File: config.mk
export PLATFORM = sky130hd
export DESIGN_NAME = fifo_pop_drain
export DESIGN_NICKNAME = d
export VERILOG_FILES = /design/src/rtl/fifo_drain_pkg.sv /design/src/rtl/skid_fifo.sv /design/src/rtl/fifo_pop_drain.sv
export SDC_FILE = /design/constraint.sdc
export NUM_CORES = 1
export LEC_CHECK = 0
export CAP_MARGIN = 10
export CORE_UTILIZATION = 30
export CTS_CLUSTER_DIAMETER = 80
export DETAILED_ROUTE_END_ITERATION = 8
export PLACE_DENSITY_LB_ADDON = 0.05
export REMOVE_ABC_BUFFERS = 1
export SKIP_LAST_GASP = 1
export SYNTH_ARGS = -nofsm -noshare
export SYNTH_HDL_FRONTEND = slang
export SYNTH_SLANG_ARGS = --single-unit
File: constraint.sdc
create_clock -name Clk -period 2.75 [get_ports Clk]
set_clock_uncertainty 0.1 [all_clocks]
set_input_delay 0.825 -clock Clk [delete_from_list [all_inputs] [get_ports Clk]]
set_output_delay 0.825 -clock Clk [all_outputs]
set_load 0.02 [all_outputs]
File: src/rtl/fifo_drain_pkg.sv
// Shared constants and state encoding for the FIFO pop-side drain logic.
package fifo_drain_pkg;

  localparam logic [3:0] FLAG_EMPTY = 4'h0;
  localparam logic [3:0] FLAG_ONE   = 4'h1;

  localparam int SETTLE_CYCLES = 2;
  localparam int SETTLE_W      = $clog2(SETTLE_CYCLES + 1);

  typedef enum logic [1:0] {
    RUN,
    FLUSH,
    SETTLE
  } drain_state_t;

endpackage

File: src/rtl/skid_fifo.sv
// Small shift-register FIFO; entry 0 is always the head so rd_data and valid
// come straight from flops.
module skid_fifo #(
  parameter int DATA_W = 16,
  parameter int DEPTH  = 2,
  localparam int OCC_W = $clog2(DEPTH + 1)
) (
  input  logic              clk,
  input  logic              rst,
  input  logic              clr,
  input  logic              wr,
  input  logic [DATA_W-1:0] wr_data,
  input  logic              rd,
  output logic [DATA_W-1:0] rd_data,
  output logic              valid,
  output logic [OCC_W-1:0]  occ
);

  logic [DATA_W-1:0] mem   [DEPTH];
  logic [DATA_W-1:0] mem_n [DEPTH];
  logic [OCC_W-1:0]  occ_n;

  // A read shifts everything down one slot; a write then lands just past the
  // surviving entries, so a simultaneous read and write keeps occ unchanged.
  always_comb begin
    mem_n = mem;
    occ_n = occ;
    if (rd && (occ != '0)) begin
      for (int i = 0; i < DEPTH - 1; i++) begin
        mem_n[i] = mem[i + 1];
      end
      occ_n = occ - OCC_W'(1);
    end
    if (wr) begin
      for (int i = 0; i < DEPTH; i++) begin
        if (OCC_W'(i) == occ_n) begin
          mem_n[i] = wr_data;
        end
      end
      occ_n = occ_n + OCC_W'(1);
    end
  end

  always_ff @(posedge clk) begin
    if (rst) begin
      mem   <= '{default: '0};
      occ   <= '0;
      valid <= 1'b0;
    end else if (clr) begin
      occ   <= '0;
      valid <= 1'b0;
    end else begin
      mem   <= mem_n;
      occ   <= occ_n;
      valid <= (occ_n != '0);
    end
  end

  assign rd_data = mem[0];

endmodule

File: src/rtl/fifo_pop_drain.sv
// Pop-side consumer for a sync-mode FIFO half: issues POP from POP_FLAG,
// captures DOUT into a skid buffer and streams it out as valid/ready.
module fifo_pop_drain
  import fifo_drain_pkg::*;
#(
  parameter int DATA_W     = 16,
  parameter int SKID_DEPTH = 2,
  parameter int CNT_W      = 16
) (
  input  logic              Clk,
  input  logic              Rst,
  input  logic [3:0]        POP_FLAG,
  input  logic [DATA_W-1:0] DOUT,
  output logic              POP,
  output logic              Fifo_Pop_Flush,
  input  logic              Flush_Req,
  output logic [DATA_W-1:0] M_Data,
  output logic              M_Valid,
  input  logic              M_Ready,
  output logic [CNT_W-1:0]  Pop_Count,
  output logic              Busy
);

  localparam int OCC_W = $clog2(SKID_DEPTH + 1);
  localparam int SUM_W = OCC_W + 1;

  drain_state_t        state, state_next;
  logic [SETTLE_W-1:0] settle_cnt, settle_next;
  logic                pop_q, inflight_q, flush_q, busy_q;
  logic                pop_next, deq, flush_go, safe_nonempty, has_room;
  logic                skid_wr, skid_valid;
  logic [OCC_W-1:0]    occ;
  logic [DATA_W-1:0]   skid_head;
  logic [CNT_W-1:0]    pop_count;

  assign deq      = skid_valid & M_Ready;
  assign flush_go = (state == RUN) & Flush_Req;

  // The flag does not yet reflect the pop currently on the POP line, so a
  // flag of one word plus an active POP means the FIFO is about to be empty.
  assign safe_nonempty = (POP_FLAG != FLAG_EMPTY) &&
                         !((POP_FLAG == FLAG_ONE) && pop_q);

  // Reserve a skid slot for every word already committed (buffered, arriving
  // on DOUT now, or popped this cycle) before committing another.
  assign has_room = (SUM_W'(occ) + SUM_W'(inflight_q) + SUM_W'(pop_q))
                    < (SUM_W'(SKID_DEPTH) + SUM_W'(deq));

  assign pop_next = (state == RUN) && !Flush_Req && has_room && safe_nonempty;
  assign skid_wr  = inflight_q && (state == RUN);

  always_comb begin
    state_next  = state;
    settle_next = settle_cnt;
    case (state)
      RUN: begin
        if (Flush_Req) state_next = FLUSH;
      end
      FLUSH: begin
        state_next  = SETTLE;
        settle_next = '0;
      end
      SETTLE: begin
        if (settle_cnt == SETTLE_W'(SETTLE_CYCLES - 1)) begin
          state_next = RUN;
        end else begin
          settle_next = settle_cnt + SETTLE_W'(1);
        end
      end
      default: state_next = RUN;
    endcase
  end

  always_ff @(posedge Clk) begin
    if (Rst) begin
      state      <= RUN;
      settle_cnt <= '0;
      pop_q      <= 1'b0;
      inflight_q <= 1'b0;
      flush_q    <= 1'b0;
      busy_q     <= 1'b0;
      pop_count  <= '0;
    end else begin
      state      <= state_next;
      settle_cnt <= settle_next;
      pop_q      <= pop_next;
      inflight_q <= pop_q;
      flush_q    <= (state_next == FLUSH);
      busy_q     <= (state_next != RUN);
      pop_count  <= pop_count + CNT_W'(deq);
    end
  end

  skid_fifo #(
    .DATA_W (DATA_W),
    .DEPTH  (SKID_DEPTH)
  ) u_skid (
    .clk     (Clk),
    .rst     (Rst),
    .clr     (flush_go),
    .wr      (skid_wr),
    .wr_data (DOUT),
    .rd      (deq),
    .rd_data (skid_head),
    .valid   (skid_valid),
    .occ     (occ)
  );

  assign POP            = pop_q;
  assign Fifo_Pop_Flush = flush_q;
  assign M_Valid        = skid_valid;
  assign M_Data         = skid_head;
  assign Pop_Count      = pop_count;
  assign Busy           = busy_q;

  a_skid_bound: assert property (@(posedge Clk) disable iff (Rst)
    occ <= OCC_W'(SKID_DEPTH));
  a_no_pop_empty: assert property (@(posedge Clk) disable iff (Rst)
    !(pop_next && (POP_FLAG == FLAG_EMPTY)));

endmodule

Word-level counts from Yosys, hierarchy flattened
Cells that the tools add are included.

word-level totals
  word-level logic and storage cells = 59
  output and inout port bits = 36
  input bits = 24
  bits in registers = 59

operators by class
  bitwise gates (word level) = 3
  $add $sub $neg = 7
  reductions and logical operators = 19
  eq/ne operators = 7
  mux-type cells = 11
  order comparisons = 1

operators with widths
  cell                                                 number
  2-to-1 mux 16 bit                                    3
  2-to-1 mux 32 bit                                    1
  adder 16 x 1 -> 16 bit                               1
  2-to-1 mux 2 bit                                     5
  nonzero test 2 bit                                   4
  logical AND 1 bit                                    7
  equality test 2 x 1 -> 1 bit, second input constant  3
  one-hot mux 2 bit (3 select lines)                   1
  adder 2 x 1 -> 2 bit, second input constant          2
  equality test 4 x 1 -> 1 bit, second input constant  1
  logical NOT 2 bit                                    2
  one-hot mux 2 bit (2 select lines)                   1
  nonzero test 4 bit                                   1
  adder 2 x 1 -> 3 bit                                 1
  adder 2 x 1 -> 3 bit, first input constant           1
  adder 3 x 1 -> 3 bit                                 1
  less-than comparator 3 bit                           1
  AND reduction 3 bit                                  1
  bitwise AND 1 bit                                    2
  equality test 1 x 2 -> 1 bit, first input constant   1
  equality test 2 bit, second input constant           1
  logical NOT 1 bit                                    2
  inequality test 2 bit, second input constant         1
  AND reduction 2 bit                                  1
  3 further kinds                                      3

Longest topological paths before layout
  depth in word-level cells = 6
  mapped depth = 12
  gate-level depth less buffers = 9

Hierarchy
A second synthesis with hierarchy kept.

second synthesis, totals
  cell total of the unflattened synthesis = 309
  area, all modules = 2707.6 µm²

modules (own cells, without submodules)
  module          sequential area each (µm²)  instances  area an instance (µm²)  cells each
  skid_fifo       700.7                       1          1566.5                  183
  fifo_pop_drain  480.5                       1          1141.1                  126

Worst setup path before layout
No wires, ideal clock.

  path kind = input to register
  start = input M_Ready
  end = register u_skid.mem (netlist bit u_skid.rd_data[6])
  stages = 10
  setup time = 122 ps
  arrival time = 2300 ps
  setup slack = 228 ps
  path buffers = 3
  required time = 2528 ps
  cell sequence = and3b_1 -> buf_6 -> mux2_4 -> ha_1 -> nor4bb_1 -> buf_2 -> buf_6 -> a21oi_1 -> o2bb2ai_1 -> o21ai_1

between the ends
  longest elaborated chain between the ends = 6
  elaborated cells on any way between the ends = 7
  those cells by class = mux (4); bitwise (1); reduce/logical (2)

ends and longest elaborated chain
  item                  RTL line              RTL
  start, declared       fifo_pop_drain.sv:19  input logic M_Ready,
  bitwise AND 1 bit *   fifo_pop_drain.sv:36  assign deq = skid_valid & M_Ready;
  logical AND 1 bit *   skid_fifo.sv:28       if (rd && (occ != '0)) begin
  2-to-1 mux 2 bit      skid_fifo.sv:28
  logical NOT 2 bit     skid_fifo.sv:36       if (OCC_W'(i) == occ_n) begin
  2-to-1 mux 16 bit     skid_fifo.sv:36
  2-to-1 mux 32 bit *   skid_fifo.sv:34       if (wr) begin
  end signal, assigned  skid_fifo.sv:53       mem <= mem_n;
  end, declared         skid_fifo.sv:19       logic [DATA_W-1:0] mem [DEPTH];

Mark *: on every way between the ends. The rest lies on a longest branch, timed or not.
A chain may end at the register's enable or synchronous reset.

Worst setup path in the final report
  start = register u_skid.occ[0]
  end = register u_skid.mem[2] (netlist bit)

between the ends
  longest elaborated chain between the ends = 5
  elaborated cells on any way between the ends = 6
  those cells by class = add/sub (1); eq/ne (1); mux (1); reduce/logical (3)

ends and longest elaborated chain
  item                                                               RTL line         RTL
  start, declared                                                    skid_fifo.sv:16  output logic [OCC_W-1:0] occ
  start signal, assigned                                             skid_fifo.sv:54  occ <= occ_n;
  branches (longest 2 deep; another with subtractor 2 x 1 -> 2 bit)  n/a
  2-to-1 mux 2 bit *                                                 skid_fifo.sv:28
  equality test 1 x 2 -> 1 bit *                                     skid_fifo.sv:36
  AND reduction 3 bit (no line) *                                    n/a

Mark *: on every way between the ends.

==> summary.md <==
| Metric | Value |
|---|---|
| Hold Slack | about 0.37 ns |
| Asr flop ratio synth | 0% |
| Reg-to-reg endpoint | u_skid.mem[2] |
| ANT cells | 0 |
| Die Wd | 98.5 um |
| Drt pass-1 iters | 6 |
| Reg clk slew, reported paths | 0.06 ns |
| Initial core utilization | a little under a third |
| Vias after detailed routing | roughly 2400 |
| Crit-path max FO | 6 |
| Leak pwr | ~1.4 nW |
| Endpoints failing hold | 0 |
| Area leader, netlist | dfxtp_1 |
| First-pass GRT wire length | between 10 and 15 mm |
| Comb pwr share | 10.5% |
| Slew Limit Fails | 0 |
| Sequential share of power | 46.8% |
| DR vias/cell | 4.80 |
| Core area | between 8000 and 9000 um^2 |
| Synth area leaders | dfxtp_1 42%, mux2i_1 5.7%, nand2_1 5.4%, o2bb2ai_1 5.0%, buf_4 4.8% |
| HPWL Detailed | 4.71 mm |
| Clock Power Share | roughly 43% |
| Crit path buf inv count | 3 |
| Largest net degree at the start of global routing | 20 |
| Ys flop type | dfxtp_1 |
| Area of the die | approximately 10000 um^2 |
| Post-Syn Area per Cell | 8.85 um^2 |
| Drt initial violations | 58 |
| Post-synthesis sequential area ratio | 42.2% |
| Share of post-route cells with drive strength above 1 | 13.5% |
| Final period utilization | just under 90% |
| Area growth syn-to-layout | 33.2% |
| Kind of critical path | flop to flop |
| Post-Route Utilization | around two fifths |
| CP top delay family | multiplexers |
| Hold Startpoint | u_skid.rd_data[9] |
| Vias in the first global route | 2363 |
| CTS root buffer | clkbuf_8 |
| Worst skew pair latency | 0.34 ns |
| Total number of yosys warnings | 0 |
| Run status | completed |
| Routed Antenna Nets | 0 |
| Crit path capture type | flop |
| Cell row count | 34 |
| Number of H-tree levels | 3 |
| CTS tree | done |
| Critical Path AT | between 2 and 3 ns |
| Yosys reg bits | 59 |
| Reg2reg start | u_skid.occ[0] |
| Critical path, cell by cell | inv_1 -> ha_1 -> and3b_2 -> mux2_4 -> buf_4 -> ha_1 -> nand3b_1 -> buf_4 -> mux2i_1 -> nor2_1 |
| Post-synth EDFFs | 0 |
| Switching power | 451 uW |
| Worst Hold Endpoint | u_skid.rd_data[9] |
| Maximum capacitance violations | 0 |
| Synth Instances | 316 |
| Chip height | ~100 um |
| Sw Ratio | 23.6% |
| CP max stage delay | ~0.37 ns |
| Inserted Clock Buffers | 9 |
| GP Congestion | 0.734 |
| Crit path launch type | flop |
| Drt drc | 0 |
| Slew Limit Headroom | 65.2% |
| PortBufs | 59 |
| Clock sink count | ~60 |
| Setup Viol. Count Final | 0 |
| Min-Delay Path Class | flop to flop |
| Max VDD drop | about 290 uV |
| Worst R2R Setup Slack | 0.34 ns |
| Max frequency | 0.414 GHz |
| Yosys top cell area share | a little over two fifths |
| Worst Path Required | 2.88 ns |
| Worst Hold Depth | 2 |
| WP depth | 10 |
| I/O pin cnt | 60 |
| NumNets Final | a little over 400 |
| Worst path slowest cell | dfxtp_1 |
| CTS Hold Bufs | 0 |
| Routed length per instance | 14.2 um |
| Int Power | roughly 1.5 mW |
| Worst Tran Pin Value | 0.521 ns |
| Fin Setup TNS | 0 ns |
| PwrDens | around 500 nW/um^2 |
| Routed WL | 6.98 mm |
| GRT Util Overall | 15.4% |
| RSZ-0062 raised after global routing | no |
| R2R depth | 10 |
| Max Root-Sink Buffers | 2 |
| Initial antenna violation count | 0 |
| Crit path time final | around 2.4 ns |
| Grt ovf | 0 |
| Count of different cell masters after synthesis | 42 |
| Mapped Area | 2800 um^2 |
[cells by family (layout without fill, tap and decap cells)]
group	Yosys count	in the layout	share of synthesized area [%]
muxes	18	18	6.67
adders and majority gates	8	8	3.85
buffers and inverters	44	112	9.84
and+or+nand+nor	112	112	19.1
xor gates and xnor gates	13	13	4.34
AOI/OAI and AO/OA	62	62	13.9
DFF	59	59	42.2
[worst register-to-register path: cells and delay by family (launching register included)]
family | cells | cell delay [ns]
and+or+nand+nor | 3 | 0.50
DFF | 1 | 0.37
muxes | 2 | 0.52
buffers and inverters | 3 | 0.44
adders and majority gates | 2 | 0.37
[power groups by stage]
stage / sequential (mW) / combinational (mW) / clock, mW
3_3_place_gp: 0.913 / 0.198 / 0
5_1_grt: 0.897 / 0.219 / 0.887
6_report: 0.894 / 0.200 / 0.817
4_1_cts: 0.894 / 0.202 / 0.855
2_1_floorplan: 0.925 / 0.0710 / 0
3_5_place_dp: 0.913 / 0.199 / 0
[synthesized netlist by cell type (2+ instances only)]
| master | instances |
|---|---|
| ha_1 | 7 |
| a2bb2oi_1 | 2 |
| nor4_1 | 4 |
| or3_1 | 2 |
| buf_4 | 18 |
| inv_1 | 12 |
| buf_6 | 5 |
| clkbuf_1 | 2 |
| nor3_1 | 8 |
| xnor2_1 | 11 |
| buf_1 | 3 |
| a21oi_1 | 22 |
| nand4_1 | 3 |
| and2_1 | 2 |
| dfxtp_1 | 59 |
| nand3_1 | 4 |
| nor2b_1 | 2 |
| o21ai_1 | 10 |
| mux2i_1 | 16 |
| o2bb2ai_1 | 16 |
| nand3b_1 | 2 |
| nor2_1 | 36 |
| o21ai_0 | 8 |
| a211oi_1 | 2 |
| nand2_1 | 40 |
| buf_2 | 4 |
[placed cells by master, fill, tap and decap left out, types with 3 or more instances in the layout]
cell	count
clkdlybuf4s50_1	58
ha_1	7
inv_1	12
o21ai_0	8
a21oi_1	22
o21ai_1	10
nand4_1	3
o2bb2ai_1	16
nand2_1	40
nor3_1	8
clkbuf_8	12
mux2i_1	15
xnor2_1	11
nor2_1	36
nand3_1	4
buf_4	25
nor4_1	4
dfxtp_1	59
[metal layers]
metal  GRT usage [%]  part of all wire [%]
met4            6.08                   1.6
met2            24.3                    42
met1            20.1                    52
met3            4.11                   3.7
met5               0                     0
[registers in the layout, indices dropped and copies added (netlist names)]
name,flops
u_skid.mem,16
Busy,1
Pop_Count,16
u_skid.valid,1
POP,1
u_skid.occ,2
settle_cnt,2
Fifo_Pop_Flush,1
state,2
u_skid.rd_data,16
inflight_q,1
[how the worst max path moves through the flow]
stage                     slack [ns]                  to          start
after CTS                      0.008       u_skid.mem[7]        M_Ready
final                           0.34       u_skid.mem[2]  u_skid.occ[0]
after floorplan                -0.77   u_skid.rd_data[0]        M_Ready
after detailed placement       -0.72   u_skid.rd_data[3]        M_Ready
after global routing            0.22       u_skid.mem[7]  u_skid.occ[0]
after global placement         -0.70  u_skid.rd_data[14]        M_Ready
[per-stage QoR]
stage,area (um^2),worst slack [ns],instances,power [mW]
3_5_place_dp,3490,-0.717,475,1.11
5_1_grt,3720,0.223,492,2.00
3_3_place_gp,3490,-0.700,475,1.11
2_1_floorplan,2570,-0.773,284,0.996
4_1_cts,3700,0.00806,491,1.95
6_report,3720,0.337,492,1.91
[final cells by class]
class | instances | area [um^2]
Timing Repair Buffer | 86 | 803
Sequential cell | 59 | 1180
Clock inverter | 2 | 35.0
Multi-Input combinational cell | 213 | 1360
Fill cell | 918 | 5170
Inverter | 12 | 45.0
Tap cell | 108 | 135
Clock buffer | 12 | 165
[what timing repair did]
item | CTS | global route
setup endpoints to repair | 16 | 30
setup buffers | 2 | 1
gates resized for setup | 0 | 5
pin swaps | 1 | 1
No activity file was read; power rests on OpenSTA's default activity.
